File: config.mk
export PLATFORM = sky130hd
export DESIGN_NAME = ps2_host_tx
export DESIGN_NICKNAME = d
export VERILOG_FILES = /design/src/rtl/ps2_pkg.sv /design/src/rtl/ps2_line_sync.sv /design/src/rtl/ps2_host_tx.sv
export SDC_FILE = /design/constraint.sdc
export NUM_CORES = 1
export LEC_CHECK = 0
export BUFFER_PORTS_ARGS = -buffer_cell sky130_fd_sc_hd__buf_2
export CORE_ASPECT_RATIO = 0.8
export CORE_MARGIN = 2
export CORE_UTILIZATION = 40
export CTS_CLUSTER_SIZE = 16
export DETAILED_ROUTE_END_ITERATION = 8
export PLACE_DENSITY = 0.59
export SYNTH_ARGS = -nofsm -noshare
export SYNTH_HDL_FRONTEND = slang
export SYNTH_HIERARCHICAL = 1
export SYNTH_SLANG_ARGS = --single-unit
File: constraint.sdc
create_clock -name clk_in -period 2.3 [get_ports clk_in]
set_clock_uncertainty 0.05 [all_clocks]
set_input_delay 0.345 -clock clk_in [delete_from_list [all_inputs] [get_ports clk_in]]
set_output_delay 0.345 -clock clk_in [all_outputs]
set_load 0.02 [all_outputs]
File: src/rtl/ps2_pkg.sv
`default_nettype none
// ============================================================================
// Module      : ps2_pkg
// Description : Shared definitions for the PS/2 host transmitter and the
//               line synchronizer. These are the FSM state encoding, the
//               tx_status result codes, the frame timing constants and the
//               odd-parity helper.
// Revision    : 1.0 - initial release
// ============================================================================
package ps2_pkg;

    // Host transmitter FSM states
    typedef enum logic [2:0] {
        ST_IDLE      = 3'd0,
        ST_INHIBIT   = 3'd1,
        ST_REQ       = 3'd2,
        ST_WAIT_CLK  = 3'd3,
        ST_BITS      = 3'd4,
        ST_ACK       = 3'd5,
        ST_WAIT_IDLE = 3'd6
    } ps2_state_e;

    // tx_status codes, valid while tx_done=1
    localparam logic [1:0] c_STATUS_ACK      = 2'b00;
    localparam logic [1:0] c_STATUS_NACK     = 2'b01;
    localparam logic [1:0] c_STATUS_START_TO = 2'b10;
    localparam logic [1:0] c_STATUS_XFER_TO  = 2'b11;

    // Clock and data are both held low for this many cycles to request to send
    localparam int REQ_SETUP_CYCLES = 16;
    // Device falling edges: 8 data bits, then parity, then stop
    localparam int FRAME_EDGES      = 10;

    // Odd parity: the data bits plus the parity bit hold an odd number of ones
    function automatic logic odd_parity(input logic [7:0] b);
        return ~^b;
    endfunction

endpackage
`default_nettype wire

File: src/rtl/ps2_line_sync.sv
`default_nettype none
// ============================================================================
// Module      : ps2_line_sync
// Description : Two-flop synchronizer for the PS/2 clock and data pins, plus
//               a one-cycle falling-edge strobe on the synchronized clock.
//               The scan-code receiver instantiates this block as well.
// Ports       : clk_in    - system clock
//               rst       - asynchronous reset, active-high (flops go to 1)
//               key_clk   - raw PS/2 clock pin
//               key_data  - raw PS/2 data pin
//               clk_sync  - synchronized clock level
//               data_sync - synchronized data level
//               clk_fall  - one-cycle pulse on a synchronized clock 1->0
// Revision    : 1.0 - initial release
// ============================================================================
module ps2_line_sync (
    input  logic clk_in,
    input  logic rst,
    input  logic key_clk,
    input  logic key_data,
    output logic clk_sync,
    output logic data_sync,
    output logic clk_fall
);

    // [0] is the metastability stage and [1] is the synchronized value
    logic [1:0] r_clk_sync;
    logic [1:0] r_data_sync;
    logic       r_clk_prev;

    // Reset to 1 so that releasing reset on an idle bus gives no false edge
    always_ff @(posedge clk_in or posedge rst) begin
        if (rst) begin
            r_clk_sync  <= 2'b11;
            r_data_sync <= 2'b11;
            r_clk_prev  <= 1'b1;
        end else begin
            r_clk_sync  <= {r_clk_sync[0], key_clk};
            r_data_sync <= {r_data_sync[0], key_data};
            r_clk_prev  <= r_clk_sync[1];
        end
    end

    assign clk_sync  = r_clk_sync[1];
    assign data_sync = r_data_sync[1];
    assign clk_fall  = r_clk_prev & ~r_clk_sync[1];

endmodule
`default_nettype wire

File: src/rtl/ps2_host_tx.sv
`default_nettype none
// ============================================================================
// Module      : ps2_host_tx
// Description : PS/2 host-to-device command transmitter (open-drain). The
//               sequence is: inhibit the clock, request to send, shift out the
//               LSB-first byte with odd parity and a stop bit on the device's
//               falling edges, then sample the device ACK.
// Ports       : clk_in, rst           - clock, asynchronous active-high reset
//               tx_valid/tx_data      - command byte request
//               tx_ready              - high only in IDLE
//               key_clk/key_data      - sampled PS/2 pins
//               key_clk_oe/key_data_oe- 1 = pull the line low
//               busy                  - high outside IDLE
//               tx_done/tx_status     - end-of-transfer pulse and result code
//               tx_retries            - attempts used (PS2_TX_RETRY_EN only)
// Config      : define PS2_TX_RETRY_EN to retry NACKs and timeouts up to
//               RETRY_MAX times. This also adds the RETRY_MAX parameter and
//               the tx_retries output.
// Revision    : 1.0 - initial release
// ============================================================================
module ps2_host_tx
    import ps2_pkg::*;
#(
    parameter int INHIBIT_CYCLES       = 12000,
    parameter int START_TIMEOUT_CYCLES = 1500000,
    parameter int XFER_TIMEOUT_CYCLES  = 200000
`ifdef PS2_TX_RETRY_EN
    ,
    parameter int RETRY_MAX            = 2
`endif
) (
    input  logic       clk_in,
    input  logic       rst,
    input  logic       tx_valid,
    input  logic [7:0] tx_data,
    output logic       tx_ready,
    input  logic       key_clk,
    input  logic       key_data,
    output logic       key_clk_oe,
    output logic       key_data_oe,
    output logic       busy,
    output logic       tx_done,
    output logic [1:0] tx_status
`ifdef PS2_TX_RETRY_EN
    ,
    output logic [1:0] tx_retries
`endif
);

    localparam int c_CNT_MAX_A = (START_TIMEOUT_CYCLES > XFER_TIMEOUT_CYCLES) ?
                                 START_TIMEOUT_CYCLES : XFER_TIMEOUT_CYCLES;
    localparam int c_CNT_MAX   = (c_CNT_MAX_A > INHIBIT_CYCLES) ? c_CNT_MAX_A : INHIBIT_CYCLES;
    localparam int c_CNT_W     = $clog2(c_CNT_MAX) + 1;

    localparam logic [c_CNT_W-1:0] c_INHIBIT_LAST = c_CNT_W'(INHIBIT_CYCLES - 1);
    localparam logic [c_CNT_W-1:0] c_REQ_LAST     = c_CNT_W'(REQ_SETUP_CYCLES - 1);
    localparam logic [c_CNT_W-1:0] c_START_LAST   = c_CNT_W'(START_TIMEOUT_CYCLES - 1);
    localparam logic [c_CNT_W-1:0] c_XFER_LAST    = c_CNT_W'(XFER_TIMEOUT_CYCLES - 1);
    localparam logic [c_CNT_W-1:0] c_CNT_ONE      = c_CNT_W'(1);

    ps2_state_e         r_state;
    logic [7:0]         r_byte;
    logic               r_parity;
    logic [c_CNT_W-1:0] r_cnt;       // inhibit, request and start-timeout phases
    logic [c_CNT_W-1:0] r_xfer;      // edge 1 through the ACK edge
    logic [3:0]         r_edge;      // device falling edges seen so far
    logic               r_clk_oe;
    logic               r_data_oe;
    logic               r_ready;
    logic               r_busy;
    logic               r_done;
    logic [1:0]         r_status;
`ifdef PS2_TX_RETRY_EN
    logic [1:0]         r_retries;
`endif

    logic       w_clk_sync;
    logic       w_data_sync;
    logic       w_clk_fall;
    logic       w_end;
    logic [1:0] w_end_status;

    ps2_line_sync u_sync (
        .clk_in    (clk_in),
        .rst       (rst),
        .key_clk   (key_clk),
        .key_data  (key_data),
        .clk_sync  (w_clk_sync),
        .data_sync (w_data_sync),
        .clk_fall  (w_clk_fall)
    );

    // The current attempt ends this cycle (a timeout, or the bus going idle after ACK)
    always_comb begin
        w_end        = 1'b0;
        w_end_status = c_STATUS_ACK;
        case (r_state)
            ST_WAIT_CLK: begin
                if (!w_clk_fall && r_cnt >= c_START_LAST) begin
                    w_end        = 1'b1;
                    w_end_status = c_STATUS_START_TO;
                end
            end
            ST_BITS, ST_ACK: begin
                if (r_xfer >= c_XFER_LAST) begin
                    w_end        = 1'b1;
                    w_end_status = c_STATUS_XFER_TO;
                end
            end
            ST_WAIT_IDLE: begin
                if (w_clk_sync && w_data_sync) begin
                    w_end        = 1'b1;
                    w_end_status = r_status;
                end
            end
            default: ;
        endcase
    end

    always_ff @(posedge clk_in or posedge rst) begin
        if (rst) begin
            r_state   <= ST_IDLE;
            r_byte    <= 8'h00;
            r_parity  <= 1'b0;
            r_cnt     <= '0;
            r_xfer    <= '0;
            r_edge    <= 4'd0;
            r_clk_oe  <= 1'b0;
            r_data_oe <= 1'b0;
            r_ready   <= 1'b1;
            r_busy    <= 1'b0;
            r_done    <= 1'b0;
            r_status  <= c_STATUS_ACK;
`ifdef PS2_TX_RETRY_EN
            r_retries <= 2'd0;
`endif
        end else begin
            r_done <= 1'b0;
            if (w_end) begin
`ifdef PS2_TX_RETRY_EN
                if (w_end_status != c_STATUS_ACK && r_retries < 2'(RETRY_MAX)) begin
                    // Start over from the clock inhibit with the byte still latched
                    r_retries <= r_retries + 2'd1;
                    r_state   <= ST_INHIBIT;
                    r_clk_oe  <= 1'b1;
                    r_data_oe <= 1'b0;
                    r_cnt     <= '0;
                end else
`endif
                begin
                    r_state   <= ST_IDLE;
                    r_clk_oe  <= 1'b0;
                    r_data_oe <= 1'b0;
                    r_done    <= 1'b1;
                    r_status  <= w_end_status;
                    r_ready   <= 1'b1;
                    r_busy    <= 1'b0;
                end
            end else begin
                case (r_state)
                    ST_IDLE: begin
                        if (tx_valid && r_ready) begin
                            r_byte    <= tx_data;
                            r_parity  <= odd_parity(tx_data);
                            r_state   <= ST_INHIBIT;
                            r_clk_oe  <= 1'b1;
                            r_cnt     <= '0;
                            r_ready   <= 1'b0;
                            r_busy    <= 1'b1;
`ifdef PS2_TX_RETRY_EN
                            r_retries <= 2'd0;
`endif
                        end
                    end
                    // Falling edges seen here come from our own clock pull and are ignored
                    ST_INHIBIT: begin
                        if (r_cnt == c_INHIBIT_LAST) begin
                            r_state   <= ST_REQ;
                            r_data_oe <= 1'b1;
                            r_cnt     <= '0;
                        end else begin
                            r_cnt <= r_cnt + c_CNT_ONE;
                        end
                    end
                    ST_REQ: begin
                        if (r_cnt == c_REQ_LAST) begin
                            // Release the clock; data stays low as the start bit
                            r_state  <= ST_WAIT_CLK;
                            r_clk_oe <= 1'b0;
                            r_cnt    <= '0;
                        end else begin
                            r_cnt <= r_cnt + c_CNT_ONE;
                        end
                    end
                    ST_WAIT_CLK: begin
                        if (w_clk_fall) begin
                            // This is edge 1, so drive data bit 0 straight away
                            r_state   <= ST_BITS;
                            r_edge    <= 4'd1;
                            r_data_oe <= ~r_byte[0];
                            r_xfer    <= '0;
                        end else if (r_cnt != '1) begin
                            r_cnt <= r_cnt + c_CNT_ONE;
                        end
                    end
                    ST_BITS: begin
                        if (r_xfer != '1) begin
                            r_xfer <= r_xfer + c_CNT_ONE;
                        end
                        if (w_clk_fall) begin
                            r_edge <= r_edge + 4'd1;
                            if (r_edge <= 4'd7) begin
                                r_data_oe <= ~r_byte[r_edge[2:0]];
                            end else if (r_edge == 4'(FRAME_EDGES - 2)) begin
                                r_data_oe <= ~r_parity;
                            end else begin
                                r_data_oe <= 1'b0;
                                r_state   <= ST_ACK;
                            end
                        end
                    end
                    ST_ACK: begin
                        if (r_xfer != '1) begin
                            r_xfer <= r_xfer + c_CNT_ONE;
                        end
                        if (w_clk_fall) begin
                            r_status <= w_data_sync ? c_STATUS_NACK : c_STATUS_ACK;
                            r_state  <= ST_WAIT_IDLE;
                        end
                    end
                    // Further device edges are ignored until the bus goes idle
                    ST_WAIT_IDLE: ;
                    default: begin
                        r_state   <= ST_IDLE;
                        r_clk_oe  <= 1'b0;
                        r_data_oe <= 1'b0;
                        r_ready   <= 1'b1;
                        r_busy    <= 1'b0;
                    end
                endcase
            end
        end
    end

    assign tx_ready    = r_ready;
    assign busy        = r_busy;
    assign key_clk_oe  = r_clk_oe;
    assign key_data_oe = r_data_oe;
    assign tx_done     = r_done;
    assign tx_status   = r_status;
`ifdef PS2_TX_RETRY_EN
    assign tx_retries  = r_retries;
`endif

endmodule
`default_nettype wire

==> metrics <==
status complete, but fails checks; failing checks negative setup slack; Synth Flop Type dfrtp_1; Inst Count DP 655; Combinational Power Share 0.028; clock buffer depth 2; Num CTS Buffers 9; detailed-route DRC error count 0; gr usage total 0.2012; Synth Register Bits 72; CP max-delay cell dfstp_2; Rows 33; syn nets ~470; cell family with most CP delay simple AND/OR/NAND/NOR gates; port buffer count 19; number of max-cap violations 0; Critical Path Max Stage Delay 0.52 ns; Tmin final 2.371 ns; Yosys warnings 6; post-synth top area share 0.3906; Cell Int Power 2067 uW; core area 0.01028 mm2; final HPWL from detailed placement 7616 um; Detail Route Antenna Nets 0; Post-Route WL 11660 um; biggest area consumer among synthesized cells dfrtp_1; worst-margin pin slew around 0.46 ns; vias in the first global route 3617; period utilization 1.031; Reg clk slew, reported paths 0.06 ns; Switching Fraction 0.2302; most frequent cells in the layout dfrtp_1, buf_4, nand3_1; Distinct cells, synth 67; Non-Filler Instances 683; Area Overhead vs Synth 33.62%; 1st-iter DRT viols 333; initial antenna violation count 0; Mapped Cells roughly 460; io pins 20; CTS tree done; critical path class register to register; Post-synth EDFFs 0; register area share after synthesis 0.4279; Slew Limit Fails 0; WP data required around 2.5 ns; Hold Path Class primary input to register; clock power share 0.496; n_diodes 0; Clock Sinks 72; CP Max Fanout 8; FFs w/ async S/R, synth 1.000; Sw Pwr 618.1 uW; CP Capture Type register; GRT overflow 0; FMAX 421.8 MHz; Worst Path Buf+Inv 1; Skew-Pair Late Insertion Delay about 0.34 ns; maximum vdd drop 398.7 uV; final setup vio count 8; RSZ-0062 raised after global routing yes; die extent in y about 96 um; Vias slightly below 4k; Die Wd 118.9 um; first-pass GRT wire length 18140 um; area of the die approximately 0.011 mm2; Layout Nets 555; Static Leak between 0.002 and 0.0025 uW; Starting Density 0.4112; CP startpoint kind register; crit path DAT 2.59 ns; Pwr Density between 400 and 500 mW/mm2; Rel. slew slack 0.6883; crit path cell chain nor2b_4 > nand4bb_4 > a21o_1 > a21bo_1 > o21bai_4 > buf_12 > or4_4 > a21oi_2; H-tree levels 3; Reg power frac 0.476; drt pass-1 iters 6; TNS Setup -0.1712 ns; Final Worst Setup Slack -0.07064 ns; vias per cell a little under 6; share of cells above drive strength 1 0.3517; largest cells by area after synthesis dfrtp_1, nand3_1, a21oi_1; Root Buffer clkbuf_16; wire per inst 17.08 um; gpl congestion 0.8145; Synth Cell Area 0.004228 mm2; synthesized area per cell 9.251 um2; Final Hold Violating Endpoints 0; pin count of the biggest net entering global routing 52
[per-layer routing]
metal,up-vias,global-route usage,share of wire
met5,-,0,0
met4,0,0.05159,0.0099
met3,13,0.04028,0.047
met2,108,0.3084,0.46
met1,1942,0.2923,0.48
li1,1879,-,-
[final timing paths]
path	from	end	cells past startpoint	slack [ns]
setup / recovery	u_sync/r_clk_prev$_DFF_PP1_	r_xfer[11]$_DFFE_PP0P_	8	-0.07
hold / removal	key_clk	u_sync/r_clk_sync[0]$_DFF_PP1_	1	0.06
min in group asynchronous	rst	r_cnt[1]$_DFFE_PP0P_	3	0.49
hold reg to reg	u_sync/r_clk_sync[0]$_DFF_PP1_	u_sync/r_clk_sync[1]$_DFF_PP1_	0	0.30
max in group asynchronous	rst	tx_ready$_DFFE_PP1P_	4	1.08
setup reg to reg	u_sync/r_clk_prev$_DFF_PP1_	r_xfer[11]$_DFFE_PP0P_	8	-0.07
[per-stage QoR]
step	hold WS (ns)	utilization	total power (uW)	cell area, um2	setup slack [ns]
after floorplan	0.2721	-	1343	4228	0.05613
after global placement	0.2964	0.4775	1374	4910	-0.1140
after detailed placement	0.2968	0.4775	1376	4910	-0.1696
after CTS	0.05049	0.5205	2708	5351	-0.06456
after global routing	0.05058	0.5495	2756	5649	-0.1449
final	0.05645	0.5495	2685	5649	-0.07064
[flip-flops by register name (all words and copies together), names as in the netlist]
register / flops
u_sync/r_clk_prev: 1
r_parity: 1
r_state: 3
tx_status: 2
r_byte: 8
u_sync/r_clk_sync: 2
busy: 1
r_cnt: 22
key_clk_oe: 1
tx_ready: 1
u_sync/r_data_sync: 2
tx_done: 1
key_data_oe: 1
r_edge: 4
r_xfer: 22
[cells by family after synthesis]
group	count (synthesis)	share of synthesized area
xor+xnor	8	0.01657
flops	72	0.4279
compound gates	125	0.2054
fa+ha+maj	4	0.01184
simple gates	183	0.2391
buf+inv	50	0.05505
mux	15	0.04410
[what timing repair did]
item                       4_1_cts  5_1_grt
resized for setup               14       60
setup buffers                    6        3
setup endpoints to repair       36       54
gates cloned                     1        2
pin swaps                        5       25
hold endpoints to repair        16        0
hold buffers                     1        0
[cell usage after synthesis (3+ instances only)]
cell type,n
nor2_1,27
o22ai_1,4
or3_1,3
a21oi_1,33
dfrtp_1,66
dfstp_2,6
o21ai_0,22
buf_6,4
xnor2_1,8
o31ai_1,16
buf_2,10
ha_1,4
mux2i_1,4
nor4b_1,3
nor4_1,10
inv_1,23
o41ai_1,5
a22o_1,4
and3_1,10
a21o_1,12
nand2b_1,3
a41oi_1,3
a211oi_1,5
or4_1,13
nor3_1,13
nand2_1,33
clkbuf_1,10
nand4_1,9
and2_1,7
nand3_1,37
mux2_2,9
[final cells by class]
| cell class | instances | area, um2 |
|---|---|---|
| Multi-Input combinational cell | 335 | 2515 |
| Clock buffer | 10 | 239.0 |
| Inverter | 23 | 86.33 |
| Fill cell | 907 | 4632 |
| Sequential cell | 72 | 1810 |
| Tap cell | 140 | 175.2 |
| Clock inverter | 6 | 43.79 |
| Timing Repair Buffer | 97 | 779.5 |
[power groups by stage]
stage	combinational (uW)	clock, uW	sequential [uW]
after floorplan	43.6	0	1300
after global placement	74.5	0	1300
after detailed placement	75.5	0	1300
after CTS	77.5	1350	1280
after global routing	85.0	1390	1280
final	75.7	1330	1280
(Power assumes the default switching activity.)
